**src/rtl/mem_arbiter_pkg.sv**
```systemverilog
// Shared types and defaults for the instruction-fetch / data memory arbiter.
//   arb_state_t : arbiter FSM states (one transaction in flight at a time)
//   gnt_kind_t  : which side owns the current transaction
//   *_DEFAULT   : default read latency and data-burst limit
package mem_arbiter_pkg;

  typedef enum logic [1:0] {
    IDLE  = 2'd0,
    ISSUE = 2'd1,
    WAIT  = 2'd2,
    RESP  = 2'd3
  } arb_state_t;

  typedef enum logic {
    GNT_IF = 1'b0,
    GNT_D  = 1'b1
  } gnt_kind_t;

  localparam int unsigned MEM_LAT_DEFAULT  = 2;
  localparam int unsigned MAX_DATA_DEFAULT = 4;

  // Both MEM_LAT and MAX_DATA are limited to 1..15.
  localparam int unsigned CNT_W = 4;

endpackage

```
**src/rtl/mem_arbiter.sv**
```systemverilog
// Arbiter sharing one single-port memory between an instruction-fetch port and a
// load/store data port. One transaction at a time: IDLE (grant) -> ISSUE (mem_en) ->
// WAIT (reads only, MEM_LAT cycles) -> RESP (ack pulse) -> IDLE.
// Data wins over fetch, except that after MAX_DATA data grants made while a fetch
// was waiting, the fetch is served next.
//
// Ports:
//   clk, reset          single clock, synchronous active-high reset
//   enable              low blocks new grants (in-flight accesses still finish)
//   if_req/if_addr      fetch request, held until if_ack; if_rdata valid with if_ack
//   d_req/d_wr/d_addr/  data request (d_wr=1 store), held until d_ack;
//   d_wdata             d_rdata valid with d_ack (0 for stores)
//   mem_en/mem_wr/      memory strobe (one cycle per access), write enable,
//   mem_addr/mem_wdata  address and write data (held between accesses)
//   mem_rdata           read data, valid MEM_LAT cycles after the mem_en cycle
//   stall               a request is pending and not being acked this cycle
module mem_arbiter
  import mem_arbiter_pkg::*;
#(
  parameter int unsigned MEM_LAT  = MEM_LAT_DEFAULT,
  parameter int unsigned MAX_DATA = MAX_DATA_DEFAULT
) (
  input  logic        clk,
  input  logic        reset,
  input  logic        enable,
  input  logic        if_req,
  input  logic [31:0] if_addr,
  output logic [31:0] if_rdata,
  output logic        if_ack,
  input  logic        d_req,
  input  logic        d_wr,
  input  logic [31:0] d_addr,
  input  logic [31:0] d_wdata,
  output logic [31:0] d_rdata,
  output logic        d_ack,
  output logic        mem_en,
  output logic        mem_wr,
  output logic [31:0] mem_addr,
  output logic [31:0] mem_wdata,
  input  logic [31:0] mem_rdata,
  output logic        stall
);

  localparam logic [CNT_W-1:0] LatInit = CNT_W'(MEM_LAT);
  localparam logic [CNT_W-1:0] MaxCnt  = CNT_W'(MAX_DATA);

  arb_state_t       state_q, state_d;
  gnt_kind_t        kind_q, kind_d;
  logic [31:0]      addr_q, addr_d;
  logic             wr_q, wr_d;
  logic [31:0]      wdata_q, wdata_d;
  logic [31:0]      rdata_q, rdata_d;
  logic [CNT_W-1:0] lat_q, lat_d;
  logic [CNT_W-1:0] starv_q, starv_d;
  logic             fetch_wins;

  // Fetch is chosen when it is the only requester or when data has used up its burst.
  assign fetch_wins = if_req && (!d_req || (starv_q == MaxCnt));

  always_comb begin
    state_d = state_q;
    kind_d  = kind_q;
    addr_d  = addr_q;
    wr_d    = wr_q;
    wdata_d = wdata_q;
    rdata_d = rdata_q;
    lat_d   = lat_q;
    starv_d = starv_q;

    unique case (state_q)
      IDLE: begin
        if (enable && (if_req || d_req)) begin
          state_d = ISSUE;
          if (fetch_wins) begin
            kind_d  = GNT_IF;
            addr_d  = if_addr;
            wr_d    = 1'b0;
            wdata_d = '0;
            starv_d = '0;
          end else begin
            kind_d  = GNT_D;
            addr_d  = d_addr;
            wr_d    = d_wr;
            wdata_d = d_wdata;
            // Only data grants that overtake a waiting fetch count towards starvation.
            if (if_req) begin
              starv_d = (starv_q == MaxCnt) ? starv_q : starv_q + 1'b1;
            end else begin
              starv_d = '0;
            end
          end
        end
      end

      ISSUE: begin
        lat_d   = LatInit;
        state_d = wr_q ? RESP : WAIT;
      end

      WAIT: begin
        if (lat_q == CNT_W'(1)) begin
          rdata_d = mem_rdata;
          lat_d   = '0;
          state_d = RESP;
        end else begin
          lat_d = lat_q - 1'b1;
        end
      end

      RESP: begin
        state_d = IDLE;
      end

      default: begin
        state_d = IDLE;
      end
    endcase
  end

  always_ff @(posedge clk) begin
    if (reset) begin
      state_q <= IDLE;
      kind_q  <= GNT_IF;
      addr_q  <= '0;
      wr_q    <= 1'b0;
      wdata_q <= '0;
      rdata_q <= '0;
      lat_q   <= '0;
      starv_q <= '0;
    end else begin
      state_q <= state_d;
      kind_q  <= kind_d;
      addr_q  <= addr_d;
      wr_q    <= wr_d;
      wdata_q <= wdata_d;
      rdata_q <= rdata_d;
      lat_q   <= lat_d;
      starv_q <= starv_d;
    end
  end

  // Address and write data come straight from the latched request, so they only
  // change when a new grant is taken and otherwise hold the previous access.
  assign mem_en    = (state_q == ISSUE);
  assign mem_wr    = mem_en && wr_q;
  assign mem_addr  = addr_q;
  assign mem_wdata = wdata_q;

  assign if_ack   = (state_q == RESP) && (kind_q == GNT_IF);
  assign d_ack    = (state_q == RESP) && (kind_q == GNT_D);
  assign if_rdata = if_ack ? rdata_q : '0;
  assign d_rdata  = (d_ack && !wr_q) ? rdata_q : '0;

  assign stall = (if_req && !if_ack) || (d_req && !d_ack);

  // A requester must keep its request up until it sees its ack.
  a_if_req_held : assert property (@(posedge clk) disable iff (reset)
    ((state_q != IDLE) && (kind_q == GNT_IF)) |-> if_req);

  a_d_req_held : assert property (@(posedge clk) disable iff (reset)
    ((state_q != IDLE) && (kind_q == GNT_D)) |-> d_req);

  a_ack_onehot : assert property (@(posedge clk) !(if_ack && d_ack));

endmodule

```
**config.mk**
```make
export PLATFORM = sky130hd
export DESIGN_NAME = mem_arbiter
export DESIGN_NICKNAME = d
export VERILOG_FILES = /design/src/rtl/mem_arbiter_pkg.sv /design/src/rtl/mem_arbiter.sv
export SDC_FILE = /design/constraint.sdc
export NUM_CORES = 1
export LEC_CHECK = 0
export ABC_CLOCK_PERIOD_IN_PS = 2100
export CORE_MARGIN = 2
export CORE_UTILIZATION = 39
export DETAILED_ROUTE_END_ITERATION = 7
export HOLD_SLACK_MARGIN = 0.06
export PLACE_DENSITY = 0.87
export SETUP_SLACK_MARGIN = 0.15
export SLEW_MARGIN = 20
export SYNTH_ARGS = -nofsm -noshare
export SYNTH_HDL_FRONTEND = slang
export SYNTH_SLANG_ARGS = --single-unit
```
**constraint.sdc**
```tcl
create_clock -name clk -period 2.1 [get_ports clk]
set_input_delay 0.21 -clock clk [delete_from_list [all_inputs] [get_ports clk]]
set_output_delay 0.21 -clock clk [all_outputs]
set_load 0.03 [all_outputs]
```
==> flow_metrics.tcl, run 1 <==
set metrics [dict create \
    tightest_slew_ns 0.5279 \
    synthMuxAreaShare 0.002059 \
    peakVddDrop_uv 499.3 \
    mostFrequentLayoutCells "clkdlybuf4s50_1 (197), dfxtp_1 (106), nand2_1 (103), buf_4 (74), a21oi_1 (70)" \
    synthTopCellsByArea "dfxtp_1 (44%), and2_1 (8.4%), nand2_1 (8.0%)" \
    synth_ff_type "dfxtp_1" \
    cp_num_cells 6 \
    maxSlewViolCount 0 \
    drc 0 \
    reg2reg_depth 7 \
    crit_required_ns 1.89 \
    critical-path-top-delay-family "simple AND/OR/NAND/NOR gates" \
    cts_tree "yes" \
    period_share 0.9030 \
    synth_top_area_frac 0.4448 \
    crit_buf_inv 2 \
    finalHoldWorstSlack_ns 0.3445 \
    die_x_um 115.6 \
    fin_util 0.6431 \
    grt_first_pass_wirelength_um 23890 \
    final_nets 1006 \
    powerDensity_nw_per_um2 849.9 \
    syn_nets 765 \
    cts_hold_buf 0 \
    synth_top_family_by_area "simple AND/OR/NAND/NOR gates" \
    synthAdderAreaFrac 0.02317 \
    hold_class "in -> reg" \
    cp-start-kind "flop" \
    dp_slack_ns 0.03702 \
    synth.avg_cell_area_sq_um 7.815 \
    final_common_cell "clkdlybuf4s50_1" \
    p_leak_nw 2.950 \
    rsz0062_at_grt "true" \
    finalCriticalPeriod_ns 1.896 \
    slew_headroom 0.6481 \
    h-tree-depth 3 \
    dr_wl_met2_um 7752 \
    synth_cells 622 \
    synth-simple-area-share 0.3668 \
    crit_end "d_rdata[21]" \
    final-hold-violation-count 0 \
    crit_path_start "state_q[1]$_SDFFE_PP0P_" \
    clock_skew_ns 0.006503 \
    r2r_start "state_q[0]$_SDFFE_PP0P_" \
    place_inst 1018 \
    synthArstFlopShare 0 \
    fp.dieH_um 115.6 \
    syn_area_sq_um 4861 \
    max_freq_ghz 0.5273 \
    dieArea_sq_um 13370 \
    start_util 0.4013 \
    drt-initial-drc-count 334 \
    coreArea_sq_um 12110 \
    synth-xor-area-share 0.005405 \
    highest_layer "met4" \
    fin_ws_ns 0.2037 \
    clockBufferDepth 2 \
    cp_slowest_cell "dfxtp_2" \
    first_pass_iters 4 \
    synth_edf_count 0 \
    viasPerCell 4.998 \
    cts_buffers 9 \
    ant_nets 0 \
    cp_slowest_stage_delay_ns 0.37 \
    synth_cell_types 38 \
    grt_usage 0.2225 \
    io_buffer_count 266 \
    place_hpwl_um 10790 \
    vias 5163 \
    grt_max_degree 66 \
    r2r-end "mem_addr[12]$_SDFFE_PP0P_" \
    ys_seq_elements 108 \
    grt_pass1_vias 4748 \
    cap_violations 0 \
    setup_viol_count_final 0 \
    antenna_found_initial 0 \
    cp_cell_sequence "ha_2, nand2_2, nor2_4, buf_8, and2_1, buf_4" \
    power_mw 6.619 \
    fin_area_sq_um 7789 \
    synth_compound_area_frac 0.09060 \
    antenna_cells 0 \
    status "finished clean" \
    post_drt_wl_per_cell_um 14.94 \
    wl_um 15430 \
    insertion_delay_ns 0.33 \
    gp_congestion 0.8421 \
    wl_met3_um 1236 \
    placedInstanceArea_sq_um 7455 \
    yosys_warnings 0 \
    r2r_setup_slack_ns 0.33 \
    met1_length_um 6099 \
    endpoint_kind "output pin" \
    cts_sinks 108 \
    root_buffer "clkbuf_16" \
    synth_area_leader_cell "dfxtp_1" \
    grt-ovfl-total 0 \
    ys_seq_area_frac 0.4448 \
    min-delay-start "reset" \
    drive_above_1_share 0.1295 \
    crit_arrival_ns 1.69 \
    setup_tns_ns 0 \
    row_count 40 \
    clk_pin_slew_ns 0.06 \
    cp_max_fo 16 \
    final_cells 1033 \
    critPathKind "reg -> out" \
    post_cts_buffers 0 \
    boundaryPins 267 \
    syn_to_final_growth_pct 60.23 \
]
## how the worst min path moves through the flow
stage	endpoint	slack (ns)	cells past startpoint
6_report	state_q[1]$_SDFFE_PP0P_	0.34	2
5_1_grt	starv_q[1]$_SDFFE_PP0P_	0.36	2
4_1_cts	state_q[1]$_SDFFE_PP0P_	0.33	2
3_5_place_dp	mem_wdata[30]$_SDFFE_PP0P_	0.44	2
3_3_place_gp	mem_wdata[25]$_SDFFE_PP0P_	0.44	2
2_1_floorplan	rdata_q[0]$_SDFFE_PP0P_	0.35	2
## synthesized netlist by cell type (2+ instances only)
cell and number:
nor2b_1 2, buf_2 12, and2_1 65, nor3_2 2
buf_6 8, clkbuf_1 27, a21oi_1 70, nor3_1 62
nand2_1 104, o21ai_0 3, buf_4 6, nor2_1 45
inv_1 8, dfxtp_1 108, xnor2_1 2, ha_1 9
nand3_1 37, and3_1 2, nor4_1 30, nor4_2 2
## cells by family (layout without fill, tap and decap cells)
kind of cell / after synthesis / after routing
and+or+nand+nor: 358 / 358
DFF: 108 / 108
AOI/OAI and AO/OA: 82 / 82
buffers and inverters: 61 / 304
adders and majority gates: 9 / 9
xor gates and xnor gates: 3 / 3
muxes: 1 / 1
## what timing repair did
action | in CTS | in global routing
endpoints found under the setup margin | 67 | 42
cloned | 1 | 1
gates resized for setup | 11 | 5
## cell type report
class / instances / area, sq um
clock buffer: 11 / 252.7
inverter: 8 / 30.03
tap: 168 / 210.2
sequential: 108 / 2165
multi-input combinational: 453 / 2395
clock inverter: 2 / 12.51
fill: 1086 / 4323
timing repair buffer: 283 / 2724
## power breakdown
| part | switching (mW) | internal (mW) | total (mW) |
|---|---|---|---|
| Sequential | 0.175 | 2.34 | 2.52 |
| Combinational | 1.44 | 1.10 | 2.54 |
| Clock | 0.717 | 0.849 | 1.57 |
## registers in the layout (all words and copies together) (netlist names)
register and flops:
mem_addr 32, mem_wdata 32, state_q 2, wr_q 1
starv_q 4, lat_q 4, kind_q 1, rdata_q 32
## worst register-to-register path, stage by stage (launching register included)
cell	delay (ns)
dfxtp_2	0.33
inv_1	0.14
ha_1	0.24
nand2_1	0.08
or2_4	0.34
clkbuf_16	0.23
nor3_1	0.20
nor4_1	0.08
## per-layer routing
layer,GRT usage,up-vias
met5,0,-
met2,0.3836,204
met3,0.06328,26
met4,0.08095,0
met1,0.2648,2366
li1,-,2567
Power figures use the tool's default switching activity.
==> run 2: changes to the inputs <==
- SKIP_CTS_REPAIR_TIMING: unset -> 1
==> run 2 against run 1 <==
  * Highest routed layer unchanged
  * Critical path depth rose by 1
  * Sequential share of layout area fell by 0.058 points
  * Design area rose by 0.21%
  * Critical path type unchanged
  * Core utilization rose by 0.13 points
  * Largest power group unchanged
  * Power rose by 0.15%
==> flow_metrics.tcl, run 2 (synthesis gave the netlist of run 1 again) <==
set metrics [dict create \
    n_fill_cell 1088 \
    cp-start-kind "flop" \
    grt_pass1_vias 4691 \
    critPathKind "reg -> out" \
    cts_sinks 108 \
    insertion_delay_ns 0.34 \
    crit_required_ns 1.89 \
    cts_tree "yes" \
    fin_util 0.6444 \
    cap_violations 0 \
    finalCriticalPeriod_ns 1.985 \
    final-seq-area_sq_um 2165 \
    period_share 0.9453 \
    grt_max_degree 66 \
    antenna_cells 0 \
    grt-ovfl-total 0 \
    place_hpwl_um 10790 \
    wl_um 15410 \
    hold_depth 2 \
    placedInstanceArea_sq_um 7455 \
    dr_wl_met2_um 7645 \
    endpoint_kind "output pin" \
    powerDensity_nw_per_um2 849.4 \
    dieArea_sq_um 13370 \
    highest_layer "met4" \
    io_buffer_count 266 \
    grt_usage 0.2187 \
    die_x_um 115.6 \
    vias 5157 \
    rsz0062_at_grt "true" \
    setup_tns_ns 0 \
    fp.dieH_um 115.6 \
    drt-initial-drc-count 272 \
    crit_arrival_ns 1.78 \
    coreArea_sq_um 12110 \
    drive_above_1_share 0.1293 \
    boundaryPins 267 \
    grt_first_pass_wirelength_um 23540 \
    first_pass_iters 5 \
    clk_pin_slew_ns 0.07 \
    h-tree-depth 3 \
    cp_max_fo 16 \
    peakVddDrop_uv 498.2 \
    antenna_found_initial 0 \
    final_common_cell "clkdlybuf4s50_1" \
    maxSlewViolCount 0 \
    clock_skew_ns 0.009024 \
    root_buffer "clkbuf_16" \
    syn_to_final_growth_pct 60.57 \
    power_mw 6.630 \
    p_leak_nw 2.986 \
    gp_congestion 0.8421 \
    wl_met3_um 1123 \
    tightest_slew_ns 0.5274 \
    viasPerCell 4.987 \
    setup_viol_count_final 0 \
    hold_class "in -> reg" \
    final-hold-violation-count 0 \
    multiInputGateArea_sq_um 2392 \
    mostFrequentLayoutCells "clkdlybuf4s50_1 (197), dfxtp_1 (106), nand2_1 (103), buf_4 (75), a21oi_1 (70)" \
    drc 0 \
    post_drt_wl_per_cell_um 14.90 \
    max_freq_ghz 0.5037 \
    slew_headroom 0.6484 \
    start_util 0.4013 \
    row_count 40 \
    final_nets 1007 \
    met1_length_um 6292 \
    clockBufferDepth 2 \
    fin_area_sq_um 7805 \
    cts_buffers 9 \
    status "finished clean" \
    reg2reg_depth 7 \
    ant_nets 0 \
]
run 2: final timing paths:
kind,from,end,slack (ns)
worst min-delay path,reset,state_q[1]$_SDFFE_PP0P_,0.34
worst min register to register,mem_wdata[18]$_SDFFE_PP0P_,mem_wdata[18]$_SDFFE_PP0P_,0.45
worst max-delay path,state_q[1]$_SDFFE_PP0P_,d_rdata[21],0.11
worst max register to register,state_q[0]$_SDFFE_PP0P_,mem_addr[22]$_SDFFE_PP0P_,0.34
run 2: power breakdown:
part           switching, mW  internal [mW]  total [mW]
sequential             0.173           2.34        2.51
combinational           1.44           1.10        2.55
clock                  0.722          0.849        1.57
total                   2.34           4.29        6.63
run 2: cell type report:
cell class                      count  area share
Tap cell                          168     0.02693
Sequential cell                   108      0.2773
Clock inverter                      2    0.001603
Timing Repair Buffer              284      0.3514
Multi-Input combinational cell    453      0.3065
Clock buffer                       11     0.03238
Inverter                            8    0.003847
run 2: critical path, stage by stage (launching register included):
cell     delay [ns]
dfxtp_2        0.37
ha_2           0.19
nand2_2        0.11
nor2_4         0.16
buf_4          0.13
buf_8          0.13
and2_1         0.17
buf_4          0.17
run 2: through the flow:
stage               std cells  setup slack, ns  hold slack, ns
finish                   1034           0.1148          0.3392
global placement         1018           0.1452          0.4374
detailed placement       1018          0.03702          0.4437
CTS                      1031         -0.08750          0.3282
floorplan                 622           0.2809          0.3460
global route             1034          0.04906          0.3550
run 2: layer usage:
| metal | vias up | GRT usage |
|---|---|---|
| met2 | 176 | 0.3708 |
| li1 | 2575 | - |
| met5 | - | 0 |
| met1 | 2380 | 0.2651 |
| met4 | 0 | 0.08333 |
| met3 | 26 | 0.06015 |
